--- config.mk ---
export PLATFORM = sky130hd
export DESIGN_NAME = pipe_ctrl_flat
export DESIGN_NICKNAME = d
export VERILOG_FILES = /design/src/rtl/pipe_ctrl_if.sv /design/src/rtl/pipe_ctrl.sv /design/src/flat_wrapper.sv
export SDC_FILE = /design/constraint.sdc
export NUM_CORES = 1
export LEC_CHECK = 0
export ABC_CLOCK_PERIOD_IN_PS = 2700
export CAP_MARGIN = 10
export CELL_PAD_IN_SITES_DETAIL_PLACEMENT = 0
export CELL_PAD_IN_SITES_GLOBAL_PLACEMENT = 1
export CORE_AREA = 2 2 108 110
export CTS_CLUSTER_DIAMETER = 40
export DETAILED_ROUTE_END_ITERATION = 8
export DIE_AREA = 0 0 110 112
export GPL_ROUTABILITY_DRIVEN = 0
export HOLD_SLACK_MARGIN = 0.12
export PLACE_DENSITY = 0.94
export REMOVE_ABC_BUFFERS = 1
export SYNTH_ARGS = -nofsm -noshare
export SYNTH_HDL_FRONTEND = slang
export SYNTH_SLANG_ARGS = --single-unit
--- constraint.sdc ---
create_clock -name clk -period 2.7 [get_ports clk]
set_input_delay 0.54 -clock clk [delete_from_list [all_inputs] [get_ports clk]]
set_output_delay 0.54 -clock clk [all_outputs]
set_load 0.1 [all_outputs]
--- src/rtl/pipe_ctrl_if.sv ---
// -----------------------------------------------------------------------------
// pipe_ctrl_if - bundle of every signal between the pipeline and pipe_ctrl.
//
// Parameters:
//   IRQ_W        number of external interrupt lines (must match pipe_ctrl)
//
// Signals (pipeline -> controller):
//   if_busy, mem_busy        instruction / data bus not ready
//   ld_hazard                load-use dependency seen in ID
//   mem_en, mem_pc           MEM stage valid and its word PC
//   mem_exp_code, mem_eret   MEM exception cause (0 = none), ERET flag
//   irq                      level-sensitive external interrupts
//   creg_wr, creg_addr, creg_wdata   control-register write port
// Signals (controller -> pipeline):
//   creg_rdata               control-register read data
//   *_stall, *_flush         per-stage hold / bubble insert
//   new_pc                   redirect target (valid while if_flush=1)
//   int_en, busy             global interrupt enable, controller not in RUN
//
// Modports: master = pipeline side, slave = pipe_ctrl side.
// -----------------------------------------------------------------------------
interface pipe_ctrl_if #(
    parameter int IRQ_W = 8
);
    logic             if_busy;
    logic             mem_busy;
    logic             ld_hazard;
    logic             mem_en;
    logic [29:0]      mem_pc;
    logic [2:0]       mem_exp_code;
    logic             mem_eret;
    logic [IRQ_W-1:0] irq;
    logic             creg_wr;
    logic [1:0]       creg_addr;
    logic [31:0]      creg_wdata;
    logic [31:0]      creg_rdata;
    logic             if_stall;
    logic             id_stall;
    logic             ex_stall;
    logic             mem_stall;
    logic             if_flush;
    logic             id_flush;
    logic             ex_flush;
    logic             mem_flush;
    logic [29:0]      new_pc;
    logic             int_en;
    logic             busy;

    modport master (
        output if_busy, mem_busy, ld_hazard, mem_en, mem_pc, mem_exp_code,
               mem_eret, irq, creg_wr, creg_addr, creg_wdata,
        input  creg_rdata, if_stall, id_stall, ex_stall, mem_stall,
               if_flush, id_flush, ex_flush, mem_flush, new_pc, int_en, busy
    );

    modport slave (
        input  if_busy, mem_busy, ld_hazard, mem_en, mem_pc, mem_exp_code,
               mem_eret, irq, creg_wr, creg_addr, creg_wdata,
        output creg_rdata, if_stall, id_stall, ex_stall, mem_stall,
               if_flush, id_flush, ex_flush, mem_flush, new_pc, int_en, busy
    );
endinterface

--- src/rtl/pipe_ctrl.sv ---
// -----------------------------------------------------------------------------
// pipe_ctrl - central pipeline controller for the IF/ID/EX/MEM core.
//
// Generates per-stage stall/flush, the redirect PC, sequences exceptions,
// interrupts and ERET, and holds the control registers
// (0 status, 1 irq mask, 2 EPC, 3 cause read-only).
//
// Ports:
//   clk     clock
//   reset   synchronous, active-high reset
//   bus     pipe_ctrl_if.slave - all pipeline-facing signals
//
// Configuration macro:
//   PIPE_CTRL_IRQ_EN  when defined, enables the external interrupt path,
//                     the mask register and int_en gating. When undefined,
//                     irq is ignored, mask reads as zero and cause=1 is
//                     never produced.
// -----------------------------------------------------------------------------
module pipe_ctrl #(
    parameter logic [29:0] EXCEPT_VECTOR = 30'h0000010,
    parameter int          IRQ_W         = 8
) (
    input  logic       clk,
    input  logic       reset,
    pipe_ctrl_if.slave bus
);

    typedef enum logic [0:0] {
        ST_RUN   = 1'b0,
        ST_FLUSH = 1'b1
    } state_t;

    state_t       state_r;
    logic         int_en_r;
    logic         pre_int_en_r;
    logic [29:0]  epc_r;
    logic [2:0]   cause_r;
    logic [29:0]  new_pc_r;

    logic         run_s;
    logic         hold_s;
    logic         accept_s;
    logic         irq_hit_s;
    logic         exc_s;
    logic         irq_take_s;
    logic         eret_s;
    logic         redirect_s;
    logic         creg_we_s;
    logic [29:0]  target_s;
    logic [31:0]  mask_rd_s;

`ifdef PIPE_CTRL_IRQ_EN
    logic [IRQ_W-1:0] mask_r;

    // Any unmasked interrupt line raised.
    always_comb begin
        irq_hit_s = |(bus.irq & mask_r);
        mask_rd_s = {{(32-IRQ_W){1'b0}}, mask_r};
    end
`else
    logic unused_irq_s;

    // Interrupt path compiled out: lines are ignored and mask reads zero.
    always_comb begin
        irq_hit_s    = 1'b0;
        mask_rd_s    = 32'h0000_0000;
        unused_irq_s = ^bus.irq;
    end
`endif

    // Event detection and stall/flush/redirect generation.
    always_comb begin
        run_s      = (state_r == ST_RUN);
        hold_s     = bus.if_busy | bus.mem_busy;
        accept_s   = run_s & ~hold_s;
        exc_s      = accept_s & bus.mem_en & (bus.mem_exp_code != 3'd0);
        irq_take_s = accept_s & bus.mem_en & int_en_r & irq_hit_s & ~exc_s;
        eret_s     = accept_s & bus.mem_en & bus.mem_eret & ~exc_s & ~irq_take_s;
        redirect_s = exc_s | irq_take_s | eret_s;
        // Control-register writes lose to any redirect in the same cycle.
        creg_we_s  = accept_s & bus.creg_wr & ~redirect_s;

        bus.if_stall  = 1'b0;
        bus.id_stall  = 1'b0;
        bus.ex_stall  = 1'b0;
        bus.mem_stall = 1'b0;
        bus.if_flush  = 1'b0;
        bus.id_flush  = 1'b0;
        bus.ex_flush  = 1'b0;
        bus.mem_flush = 1'b0;

        if (run_s && hold_s) begin
            // A bus stall freezes the whole pipe and defers every event.
            bus.if_stall  = 1'b1;
            bus.id_stall  = 1'b1;
            bus.ex_stall  = 1'b1;
            bus.mem_stall = 1'b1;
        end else if (redirect_s) begin
            // Redirect overrides any load-use hazard.
            bus.if_flush  = 1'b1;
            bus.id_flush  = 1'b1;
            bus.ex_flush  = 1'b1;
            bus.mem_flush = 1'b1;
        end else if (accept_s && bus.ld_hazard) begin
            // Hold IF/ID, drop a bubble into EX.
            bus.if_stall  = 1'b1;
            bus.id_stall  = 1'b1;
            bus.ex_flush  = 1'b1;
        end else begin
            bus.if_stall  = 1'b0;
        end

        if (eret_s) begin
            target_s = epc_r;
        end else if (exc_s || irq_take_s) begin
            target_s = EXCEPT_VECTOR;
        end else begin
            // Outside a redirect new_pc keeps showing the last target.
            target_s = new_pc_r;
        end
    end

    // Control-register read mux.
    always_comb begin
        case (bus.creg_addr)
            2'd0:    bus.creg_rdata = {30'b0, pre_int_en_r, int_en_r};
            2'd1:    bus.creg_rdata = mask_rd_s;
            2'd2:    bus.creg_rdata = {epc_r, 2'b00};
            2'd3:    bus.creg_rdata = {29'b0, cause_r};
            default: bus.creg_rdata = 32'h0000_0000;
        endcase
    end

    // Drive the remaining outputs from state.
    always_comb begin
        bus.new_pc = target_s;
        bus.int_en = int_en_r;
        bus.busy   = (state_r != ST_RUN);
    end

    // Controller FSM and control-register file.
    always_ff @(posedge clk) begin
        if (reset) begin
            state_r      <= ST_RUN;
            int_en_r     <= 1'b0;
            pre_int_en_r <= 1'b0;
            epc_r        <= 30'h0;
            cause_r      <= 3'd0;
            new_pc_r     <= 30'h0;
`ifdef PIPE_CTRL_IRQ_EN
            mask_r       <= {IRQ_W{1'b0}};
`endif
        end else begin
            case (state_r)
                ST_RUN: begin
                    if (exc_s || irq_take_s) begin
                        epc_r        <= bus.mem_pc;
                        cause_r      <= exc_s ? bus.mem_exp_code : 3'd1;
                        pre_int_en_r <= int_en_r;
                        int_en_r     <= 1'b0;
                        new_pc_r     <= EXCEPT_VECTOR;
                        state_r      <= ST_FLUSH;
                    end else if (eret_s) begin
                        int_en_r     <= pre_int_en_r;
                        new_pc_r     <= epc_r;
                        state_r      <= ST_FLUSH;
                    end else if (creg_we_s) begin
                        case (bus.creg_addr)
                            2'd0: begin
                                int_en_r     <= bus.creg_wdata[0];
                                pre_int_en_r <= bus.creg_wdata[1];
                            end
`ifdef PIPE_CTRL_IRQ_EN
                            2'd1:    mask_r <= bus.creg_wdata[IRQ_W-1:0];
`endif
                            2'd2:    epc_r  <= bus.creg_wdata[31:2];
                            default: epc_r  <= epc_r;
                        endcase
                    end else begin
                        state_r <= ST_RUN;
                    end
                end
                // One quiet cycle while the bubbles drain; no event accepted.
                ST_FLUSH: state_r <= ST_RUN;
                default:  state_r <= ST_RUN;
            endcase
        end
    end

endmodule

--- src/flat_wrapper.sv ---
// flat-port wrapper written by rule: the top's interface ports become plain ports
module pipe_ctrl_flat 
#(
    parameter logic [29:0] EXCEPT_VECTOR = 30'h0000010,
    parameter int          IRQ_W         = 8
)
  (clk, reset, bus_if_busy, bus_mem_busy, bus_ld_hazard, bus_mem_en, bus_mem_pc, bus_mem_exp_code, bus_mem_eret, bus_irq, bus_creg_wr, bus_creg_addr, bus_creg_wdata, bus_creg_rdata, bus_if_stall, bus_id_stall, bus_ex_stall, bus_mem_stall, bus_if_flush, bus_id_flush, bus_ex_flush, bus_mem_flush, bus_new_pc, bus_int_en, bus_busy);
  pipe_ctrl_if #(.IRQ_W(IRQ_W)) bus_i ();
  input  logic clk;
  input  logic reset;
  input wire logic [$bits(bus_i.if_busy)-1:0] bus_if_busy;
  input wire logic [$bits(bus_i.mem_busy)-1:0] bus_mem_busy;
  input wire logic [$bits(bus_i.ld_hazard)-1:0] bus_ld_hazard;
  input wire logic [$bits(bus_i.mem_en)-1:0] bus_mem_en;
  input wire logic [$bits(bus_i.mem_pc)-1:0] bus_mem_pc;
  input wire logic [$bits(bus_i.mem_exp_code)-1:0] bus_mem_exp_code;
  input wire logic [$bits(bus_i.mem_eret)-1:0] bus_mem_eret;
  input wire logic [$bits(bus_i.irq)-1:0] bus_irq;
  input wire logic [$bits(bus_i.creg_wr)-1:0] bus_creg_wr;
  input wire logic [$bits(bus_i.creg_addr)-1:0] bus_creg_addr;
  input wire logic [$bits(bus_i.creg_wdata)-1:0] bus_creg_wdata;
  output wire logic [$bits(bus_i.creg_rdata)-1:0] bus_creg_rdata;
  output wire logic [$bits(bus_i.if_stall)-1:0] bus_if_stall;
  output wire logic [$bits(bus_i.id_stall)-1:0] bus_id_stall;
  output wire logic [$bits(bus_i.ex_stall)-1:0] bus_ex_stall;
  output wire logic [$bits(bus_i.mem_stall)-1:0] bus_mem_stall;
  output wire logic [$bits(bus_i.if_flush)-1:0] bus_if_flush;
  output wire logic [$bits(bus_i.id_flush)-1:0] bus_id_flush;
  output wire logic [$bits(bus_i.ex_flush)-1:0] bus_ex_flush;
  output wire logic [$bits(bus_i.mem_flush)-1:0] bus_mem_flush;
  output wire logic [$bits(bus_i.new_pc)-1:0] bus_new_pc;
  output wire logic [$bits(bus_i.int_en)-1:0] bus_int_en;
  output wire logic [$bits(bus_i.busy)-1:0] bus_busy;
  assign bus_i.if_busy = bus_if_busy;
  assign bus_i.mem_busy = bus_mem_busy;
  assign bus_i.ld_hazard = bus_ld_hazard;
  assign bus_i.mem_en = bus_mem_en;
  assign bus_i.mem_pc = bus_mem_pc;
  assign bus_i.mem_exp_code = bus_mem_exp_code;
  assign bus_i.mem_eret = bus_mem_eret;
  assign bus_i.irq = bus_irq;
  assign bus_i.creg_wr = bus_creg_wr;
  assign bus_i.creg_addr = bus_creg_addr;
  assign bus_i.creg_wdata = bus_creg_wdata;
  assign bus_creg_rdata = bus_i.creg_rdata;
  assign bus_if_stall = bus_i.if_stall;
  assign bus_id_stall = bus_i.id_stall;
  assign bus_ex_stall = bus_i.ex_stall;
  assign bus_mem_stall = bus_i.mem_stall;
  assign bus_if_flush = bus_i.if_flush;
  assign bus_id_flush = bus_i.id_flush;
  assign bus_ex_flush = bus_i.ex_flush;
  assign bus_mem_flush = bus_i.mem_flush;
  assign bus_new_pc = bus_i.new_pc;
  assign bus_int_en = bus_i.int_en;
  assign bus_busy = bus_i.busy;
  pipe_ctrl #(.EXCEPT_VECTOR(EXCEPT_VECTOR), .IRQ_W(IRQ_W)) u_core (.clk(clk), .reset(reset), .bus(bus_i));
endmodule
# ---- Word level (Yosys, flattened, before mapping)
# Cells that the tools add are included.
# Widths: inputs -> output; s select.
dict set report classes {
  n_shift 0
  div 0
  bitwise 13
  n_mux 28
  add_sub_neg 0
  n_mul 0
  magnitude_cmp 0
  eq_ne 4
  n_reduce_logical 15
}
# op n
set op_table {}
lappend op_table {{$mux 30} 8}
lappend op_table {{$pmux 32 s4} 1}
lappend op_table {{$mux 1} 18}
lappend op_table {{$reduce_bool 3->1} 3}
lappend op_table {{$reduce_and 4->1} 2}
lappend op_table {{$reduce_bool 2->1} 4}
lappend op_table {{$and 1x1->1} 7}
lappend op_table {{$eq 2x2->1 const B} 2}
lappend op_table {{$not 1->1} 4}
lappend op_table {{$reduce_and 2->1} 2}
lappend op_table {{$reduce_and 3->1} 1}
lappend op_table {{$eq 2x1->1 const B} 1}
lappend op_table {{$logic_and 1x1->1} 2}
lappend op_table {{$logic_not 2->1} 1}
lappend op_table {{$ne 2x1->1 const B} 1}
lappend op_table {{$or 1x1->1} 2}
lappend op_table {{$pmux 1 s2} 1}
dict set report word_totals {
  ff_bits 66
  mem_count 0
  input_bits 83
  latchBits 0
  elab_cells 66
  ramBits 0
  mem_bits_ro 0
}

# ---- Logic depth before layout (Yosys ltp)
# Gate-level depths: netlist (run 1).
dict set report logic_depth {
  word_depth 13
  mapped_depth 5
  ltp_nobuf 4
}

# ---- Least setup slack after synthesis (run 1)
# Ideal clock, no wire load.
dict set report synth_path {
  kind {reg-to-output}
  startpoint {register u_core.state_r, in the netlist u_core.bus.busy}
  endpoint {output bus_if_stall}
  arrival_ns 4.441
  setup_slack_ns -2.281
  stages_incl_launch_ff 6
  path_buffers 1
  cell_sequence {dfxtp_1 > nor4b_4 > nand2b_1 > inv_2 > nor3_1 > buf_4}
}
dict set report synth_between {
  elab_chain_len 9
  word_cells_on_any_way 13
  cone_classes {mux: 3; bitwise: 8; reduce/logical: 2}
}
# element line_no
set synth_rtl {}
lappend synth_rtl {{start, declared} pipe_ctrl.sv:33} ;# state_t state_r;
lappend synth_rtl {{start signal, assigned} pipe_ctrl.sv:144} ;# state_r <= ST_RUN;
lappend synth_rtl {{start signal, assigned} pipe_ctrl.sv:162} ;# state_r <= ST_FLUSH;
lappend synth_rtl {{start signal, assigned} pipe_ctrl.sv:166} ;# state_r <= ST_FLUSH;
lappend synth_rtl {{$not 1->1 (no line) *} --}
lappend synth_rtl {{$and 1x1->1} pipe_ctrl.sv:75} ;# accept_s = run_s & ~hold_s;
lappend synth_rtl {{$and 1x1->1} {pipe_ctrl.sv:76, pipe_ctrl.sv:78}}
lappend synth_rtl {{$and 1x1->1} pipe_ctrl.sv:76} ;# exc_s = accept_s & bus.mem_en & (bus.mem_exp_code != 3'd0);
lappend synth_rtl {{$not 1->1} --}
lappend synth_rtl {{$and 1x1->1} pipe_ctrl.sv:78} ;# eret_s = accept_s & bus.mem_en & bus.mem_eret & ~exc_s & ~irq_take_s;
lappend synth_rtl {{$or 1x1->1} pipe_ctrl.sv:79} ;# redirect_s = exc_s | irq_take_s | eret_s;
lappend synth_rtl {{$mux 1} --}
lappend synth_rtl {{$mux 1 *} --}
lappend synth_rtl {{end, declared} flat_wrapper.sv:23} ;# output wire logic [$bits(bus_i.if_stall)-1:0] bus_if_stall;
# Mark *: on every way between the ends. The rest lies on a longest branch, timed or not.

# ---- Final worst setup path (run 1)
dict set report layout_path {
  startpoint {input bus_mem_busy}
  endpoint {output bus_new_pc[24]}
}
dict set report layout_between {
  elab_chain_len 8
  word_cells_on_any_way 10
  cone_classes {mux: 2; bitwise: 8}
}
# element line_no
set layout_rtl {}
lappend layout_rtl {{start, declared} flat_wrapper.sv:12} ;# input wire logic [$bits(bus_i.mem_busy)-1:0] bus_mem_busy;
lappend layout_rtl {{$or 1x1->1 *} pipe_ctrl.sv:74} ;# hold_s = bus.if_busy | bus.mem_busy;
lappend layout_rtl {{$not 1->1 *} pipe_ctrl.sv:75}
lappend layout_rtl {{$and 1x1->1 *} pipe_ctrl.sv:75}
lappend layout_rtl {{$and 1x1->1 *} {pipe_ctrl.sv:76, pipe_ctrl.sv:78}}
lappend layout_rtl {{$and 1x1->1} pipe_ctrl.sv:76}
lappend layout_rtl {{$not 1->1} --}
lappend layout_rtl {{$and 1x1->1} pipe_ctrl.sv:78}
lappend layout_rtl {{$mux 30 *} pipe_ctrl.sv:113} ;# if (eret_s) begin
lappend layout_rtl {{end, declared} flat_wrapper.sv:31} ;# output wire logic [$bits(bus_i.new_pc)-1:0] bus_new_pc;
# Marked as above.

==> out/metrics.yaml, run 1 <==
status:
  status: "completed"
yosys:
  ys_seq_area_frac: 0.375
  yosys_warnings: 0
  yosys.area.top_type: "dfxtp_1"
  avgSynthCellArea_um2: 8.07
  synth_area_leaders: "dfxtp_1 (37%), a311oi_1 (7.7%), and2_1 (5.5%)"
  ys_seq_elements: 66
  ys_types: 34
  yosys.area.top_type_share: 0.375
  synthCells: 437
  syn_area_um2: 3530
pwr:
  power_frac_seq: 0.363
  peakVddDrop_uv: 329
  swShare: 0.284
  switchingPower_uw: 805
  powerDensity_nw_per_um2: 417
  clockPowerShare: 0.416
  power_frac_comb: 0.221
  p_int_mw: 2.03
  p_leak_nw: 2.51
timing:
  rsz0062_at_grt: "yes"
  worst_pin_slew_ns: 0.726
  maxSlewViolCount: 0
  slew-limit-headroom: 0.516
  finalClockSkew_ns: 0.00551
  period_share: 0.995
  fmax_mhz: 372
  setup_violations: 0
  fin_crit_ns: 2.69
  timing_hold_violations_final: 0
clocking:
  clockBufferDepth: 2
  clk_pin_slew_ns: 0.05
  numCtsBuffers: 9
  h-tree-depth: 3
  worstSkewPairLatency_ns: 0.32
  cts-root-buf: "clkbuf_16"
  cts_tree: "done"
  clock-sinks: 66
  hold_buffers: 0
placement:
  io_buffer_count: 146
  hpwl_um: 8860
  placed_area_um2: 6130
worst_setup_path:
  critPathCaptureType: "output pin"
  criticalPathCategory: "input port to output pin"
  startpoint_type: "input port"
  r2r_slack_ns: 0.71
  path_max_fanout: 22
  required_ns: 2.16
  arrival_ns: 2.15
floorplanning:
  die-area_um2: 12300
  dieHeight_um: 112
  core-area_um2: 11200
  die_w_um: 110
  initial_core_util: 0.316
  pin_count: 155
  row_count: 39
final_layout:
  nets: 686
  final_cell_area_um2: 6810
  regArea_um2: 1320
  drive_above_1_share: 0.382
  area_growth_pct: 93.0
  fillers: 913
  multi_input_area_um2: 2240
  diodes: 0
  utilization: 0.609
drt:
  drc: 0
  vias: 4254
  drt-pass1-iter-count: 6
  drt_iter0_markers: 236
  antenna_left: 0
  routed_via_density: 5.66
  wl_per_cell_um: 18.1
  routed_wl_um: 13600
global_route:
  grt_pass1_wl_um: 21600
  antenna_found_initial: 0
  grt_use_total: 0.221
  grt_max_degree: 67
  overflow: 0
  grt_pass1_vias: 4404
hold_path:
  hold_class: "register to register"
run:
  cap_violations: 0
critical path, stage by stage:
cell and delay, ns:
dlygate4sd2_1 0.24, or4b_4 0.59, buf_4 0.30, o21ai_4 0.21
nand2_2 0.08, buf_12 0.17
stage by stage:
stage | setup slack, ns | hold slack [ns] | setup TNS, ns | instances | total power, mW
floorplan | -6.03 | 0.452 | -142.47 | 381 | 1.32
global placement | -0.231 | 0.479 | -6.28 | 728 | 1.64
detailed placement | -0.290 | 0.487 | -7.54 | 728 | 1.65
CTS | -0.0247 | 0.461 | -0.180 | 752 | 2.85
global route | -0.0372 | 0.489 | -0.173 | 751 | 2.92
finish | 0.0142 | 0.471 | 0 | 751 | 2.84
cell type report:
cell class,count,share of cell area
Sequential cell,66,0.194
Clock inverter,4,0.00735
Multi-Input combinational cell,313,0.329
Timing Repair Buffer,211,0.404
Inverter,2,0.00110
Clock buffer,12,0.0377
Tap cell,143,0.0263
synthesized netlist by cell type:
master and instances:
or4b_1 2, nor4_1 1, o31ai_2 9, mux2i_1 1
nand4_1 31, buf_4 4, and2_1 31, buf_6 3
nand3b_1 1, nor4b_1 1, nor2_1 4, a22o_1 2
a221oi_1 1, buf_1 1, nor3_1 33, nand3_1 31
a311oi_1 31, o21ai_1 32, a21oi_1 33, nor2b_1 2
nor3_2 1, buf_2 8, inv_2 1, clkbuf_1 40
nand2b_1 3, dfxtp_1 66, o221a_1 1, nand2_1 35
o32ai_2 1, nor4b_4 2, inv_1 1, or2_2 1
o22a_1 1, o31ai_1 22
path summary, 6_finish.rpt:
path | start | cells past startpoint | end
min | u_core.new_pc_r[10] | 2 | u_core.new_pc_r[10]
min reg2reg | u_core.new_pc_r[10] | 2 | u_core.new_pc_r[10]
max reg2reg | u_core.bus.busy | 5 | u_core.bus.int_en
max | bus_mem_busy | 6 | bus_new_pc[24]
timing repair:
item	in CTS	in global routing
pin swaps	7	3
setup endpoints to repair	32	30
resized for setup	35	52
gates cloned	3	0
setup buffers	5	0
routing by layer:
metal / track usage / wire, um / part of all wire
met5: 0 / 0 / 0
met1: 0.282 / 5540 / 0.41
met3: 0.0404 / 905 / 0.067
met4: 0.0827 / 259 / 0.019
met2: 0.369 / 6890 / 0.51
registers in the layout, indices dropped and copies added (netlist names):
register / flops
u_core.epc_r: 30
u_core.new_pc_r: 30
u_core.cause_r: 3
u_core.bus.busy: 1
u_core.bus.int_en: 1
u_core.pre_int_en_r: 1
cell families after synthesis:
| family | share of synthesized area |
|---|---|
| AND/OR/NAND/NOR | 0.281 |
| multiplexers | 0.00284 |
| flip-flops | 0.375 |
| AO/OA/AOI/OAI | 0.266 |
| buffers and inverters | 0.0752 |
placed cells by master (no fill, tap or decap), drive strengths merged, types with 31 or more instances in the layout:
cell	netlist	layout
buf	16	138
clkdlybuf4s50	0	66
dfxtp	66	66
nand2	35	35
nor3	34	34
a21oi	33	33
o21ai	32	32
nand4	31	31
a311oi	31	31
and2	31	31
nand3	31	31
o31ai	31	31
power groups by stage:
stage	registers, mW	clock network, mW	logic (mW)
after floorplan	1.05	0	0.266
after global placement	1.05	0	0.593
after detailed placement	1.05	0	0.600
after CTS	1.03	1.20	0.624
after global routing	1.03	1.23	0.657
final	1.03	1.18	0.628
Power figures use the tool's default switching activity.
==> run 2, diff against run 1 <==
==> config.mk (replaced) <==
export PLATFORM = sky130hd
export DESIGN_NAME = pipe_ctrl_flat
export DESIGN_NICKNAME = d
export VERILOG_FILES = /design/src/rtl/pipe_ctrl_if.sv /design/src/rtl/pipe_ctrl.sv /design/src/flat_wrapper.sv
export SDC_FILE = /design/constraint.sdc
export NUM_CORES = 1
export LEC_CHECK = 0
export ABC_CLOCK_PERIOD_IN_PS = 2500
export CELL_PAD_IN_SITES_DETAIL_PLACEMENT = 0
export CELL_PAD_IN_SITES_GLOBAL_PLACEMENT = 1
export CORE_AREA = 2 2 112 114
export CTS_CLUSTER_DIAMETER = 200
export DETAILED_ROUTE_END_ITERATION = 8
export DIE_AREA = 0 0 114 116
export GPL_ROUTABILITY_DRIVEN = 0
export HOLD_SLACK_MARGIN = 0.12
export PLACE_DENSITY = 0.89
export REMOVE_ABC_BUFFERS = 1
export SYNTH_ARGS = -nofsm -noshare
export SYNTH_HDL_FRONTEND = slang
export SYNTH_SLANG_ARGS = --single-unit
==> constraint.sdc (replaced) <==
create_clock -name clk -period 2.5 [get_ports clk]
set_input_delay 0.5 -clock clk [delete_from_list [all_inputs] [get_ports clk]]
set_output_delay 0.5 -clock clk [all_outputs]
set_load 0.1 [all_outputs]
==> run 2 against run 1 <==
Against the previous run: worst hold slack gained 0.0048 ns; final cell count grew 0.27%; core utilization shrank 1.1 points; largest power group unchanged.
==> out/metrics.yaml, run 2 (synthesis results as in run 1) <==
drt:
  drt-pass1-iter-count: 6  # unchanged
  vias: 4232  # was 4254
  drt_iter0_markers: 294  # was 236
  routed_wl_um: 14400  # was 13600 um
  antenna_left: 0  # unchanged
  drc: 0  # unchanged
  wl_per_cell_um: 19.1  # was 18.1 um
  routed_via_density: 5.62  # was 5.66
clocking:
  cts_tree: "done"  # unchanged
  numCtsBuffers: 9  # unchanged
  h-tree-depth: 3  # unchanged
  clockBufferDepth: 2  # unchanged
  clk_pin_slew_ns: 0.05  # about the same
  cts-root-buf: "clkbuf_16"  # unchanged
  worstSkewPairLatency_ns: 0.32  # about the same
  clock-sinks: 66  # unchanged
  hold_buffers: 0  # unchanged
floorplanning:
  initial_core_util: 0.296  # was 0.316
  pin_count: 155  # unchanged
  dieHeight_um: 116  # was 112 um
  row_count: 40  # was 39
  core-area_um2: 11900  # was 11200 um2
  die-area_um2: 13200  # was 12300 um2
  die_w_um: 114  # was 110 um
hold_path:
  hold_class: "register to register"  # unchanged
pwr:
  power_mw: 3.06  # was 2.84 mW
  peakVddDrop_uv: 282  # was 329 uV
  powerDensity_nw_per_um2: 429  # was 417 nW/um2
  p_leak_nw: 2.60  # was 2.51 nW
placement:
  hpwl_um: 9020  # was 8860 um
  pre_cts_slack_ns: -0.382  # was -0.290 ns
  io_buffer_count: 146  # unchanged
  placed_cells: 725  # was 728
  placed_area_um2: 6180  # was 6130 um2
global_route:
  overflow: 0  # unchanged
  grt_pass1_vias: 4229  # was 4404
  grt_use_total: 0.213  # was 0.221
  grt_max_degree: 39  # was 67
  antenna_found_initial: 0  # unchanged
  grt_pass1_wl_um: 22100  # was 21600 um
status:
  status: "completed"  # unchanged
final_layout:
  instances_no_fill: 753  # was 751
  multi_input_area_um2: 2400  # was 2240 um2
  utilization: 0.598  # was 0.609
  regArea_um2: 1320  # unchanged
  drive_above_1_share: 0.394  # was 0.382
  top_regs: "u_core.epc_r: 30 flops, u_core.new_pc_r: 30 flops, u_core.cause_r: 3 flops"  # unchanged
  final_cell_area_um2: 7130  # was 6810 um2
  fillers: 1006  # was 913
  diodes: 0  # unchanged
  final_common_cell: "buf_12"  # unchanged
  area_growth_pct: 102  # was 93.0%
  final_cell_mix: "buf_12 (85), clkdlybuf4s50_1 (66), dfxtp_1 (66)"  # was buf_12 (76), clkdlybuf4s50_1 (66), dfxtp_1 (66)
  nets: 684  # was 686
timing:
  hold-worst-slack_ns: 0.476  # was 0.471 ns
  finalClockSkew_ns: 0.00421  # was 0.00551 ns
  rsz0062_at_grt: "yes"  # unchanged
  slew-limit-headroom: 0.594  # was 0.516
  maxSlewViolCount: 0  # unchanged
  fin_setup_tns_ns: 0  # unchanged
  fmax_mhz: 404
  timing_hold_violations_final: 0  # unchanged
  worst_pin_slew_ns: 0.609  # was 0.726 ns
  setup_ws_ns: 0.0241  # was 0.0142 ns
  setup_violations: 0  # unchanged
  period_share: 0.990
  fin_crit_ns: 2.48
worst_setup_path:
  required_ns: 2.00  # was 2.16 ns
  criticalPathCategory: "register to output pin"  # was input port to output pin
  critPathCaptureType: "output pin"  # unchanged
  path_buf_inv: 3  # unchanged
  arrival_ns: 1.98  # was 2.15 ns
  crit_path_max_incr_delay_ns: 0.60  # was 0.59 ns
  cpMostUsedCell: "buf_12"
  path_max_fanout: 6  # was 22
  startpoint_type: "register"  # was input port
  worstPathCellList: "or4b_4 > buf_12 > buf_12 > o21ai_4 > nand2_2 > buf_12"  # was dlygate4sd2_1 > or4b_4 > buf_4 > o21ai_4 > nand2_2 > buf_12
  cp_top_family: "simple AND/OR/NAND/NOR gates"  # was buffers and inverters
  cp_slowest_cell: "or4b_4"  # unchanged
run:
  cap_violations: 0  # unchanged
run 2: cell count changes in the layout (fill, tap and decap cells not counted), moves of 2 or more:
cell	change
bufbuf_16	+3
buf_4	-14
o21ai_2	-19
clkbuf_8	-2
dlygate4sd2_1	-6
o21ai_4	+19
buf_6	-2
buf_12	+9
clkbuf_2	+5
run 2: layer usage:
| metal | vias to the layer above | GRT usage | share of wire |
|---|---|---|---|
| met5 | - | 0 | 0 |
| met4 | 0 | 0.0715 | 0.014 |
| met3 | 22 | 0.0528 | 0.073 |
| met2 | 205 | 0.368 | 0.50 |
| met1 | 2018 | 0.261 | 0.41 |
| li1 | 1987 | - | - |
run 2: final timing paths:
| kind | from | endpoint | slack [ns] | cells past startpoint |
|---|---|---|---|---|
| hold reg to reg | u_core.new_pc_r[23] | u_core.new_pc_r[23] | 0.48 | 2 |
| setup reg to reg | u_core.bus.busy | u_core.pre_int_en_r | 0.62 | 5 |
| setup / recovery | u_core.bus.busy | bus_new_pc[8] | 0.02 | 6 |
| hold / removal | u_core.new_pc_r[23] | u_core.new_pc_r[23] | 0.48 | 2 |
run 2: report_power, final:
part / leakage, nW / switching [mW] / internal [mW]
Combinational: 1.93 / 0.411 / 0.316
Sequential: 0.536 / 0.0253 / 1.09
Clock: 0.136 / 0.450 / 0.769
Total: 2.60 / 0.886 / 2.17
run 2: layout make-up:
class | count | share of cell area
repair buffers | 209 | 0.411
multi-input cells | 313 | 0.337
flip-flops and latches | 66 | 0.185
clock buffers | 11 | 0.0327
well taps | 147 | 0.0258
clock inverters | 5 | 0.00772
inverters | 2 | 0.00105
run 2: timing repair:
action,in CTS,in global routing
pin swaps,19,19
buffers inserted,3,2
resized for setup,85,34
gates cloned,7,1
endpoints found under the setup margin,36,32
run 2: worst register-to-register path, stage by stage, from the launching register on:
cell	delay (ns)
dfxtp_1	0.31
buf_4	0.17
or4b_2	0.65
buf_12	0.21
o31ai_1	0.28
a311oi_1	0.13
==> run 3, diff against run 2 <==
--- a/config.mk
+++ b/config.mk
@@ -13,7 +13,6 @@
 export DETAILED_ROUTE_END_ITERATION = 8
 export DIE_AREA = 0 0 114 116
 export GPL_ROUTABILITY_DRIVEN = 0
-export HOLD_SLACK_MARGIN = 0.12
 export PLACE_DENSITY = 0.89
 export REMOVE_ABC_BUFFERS = 1
 export SYNTH_ARGS = -nofsm -noshare
==> results of run 3 <==
Same layout as run 2: the final DEF is identical, and so are final timing and power.
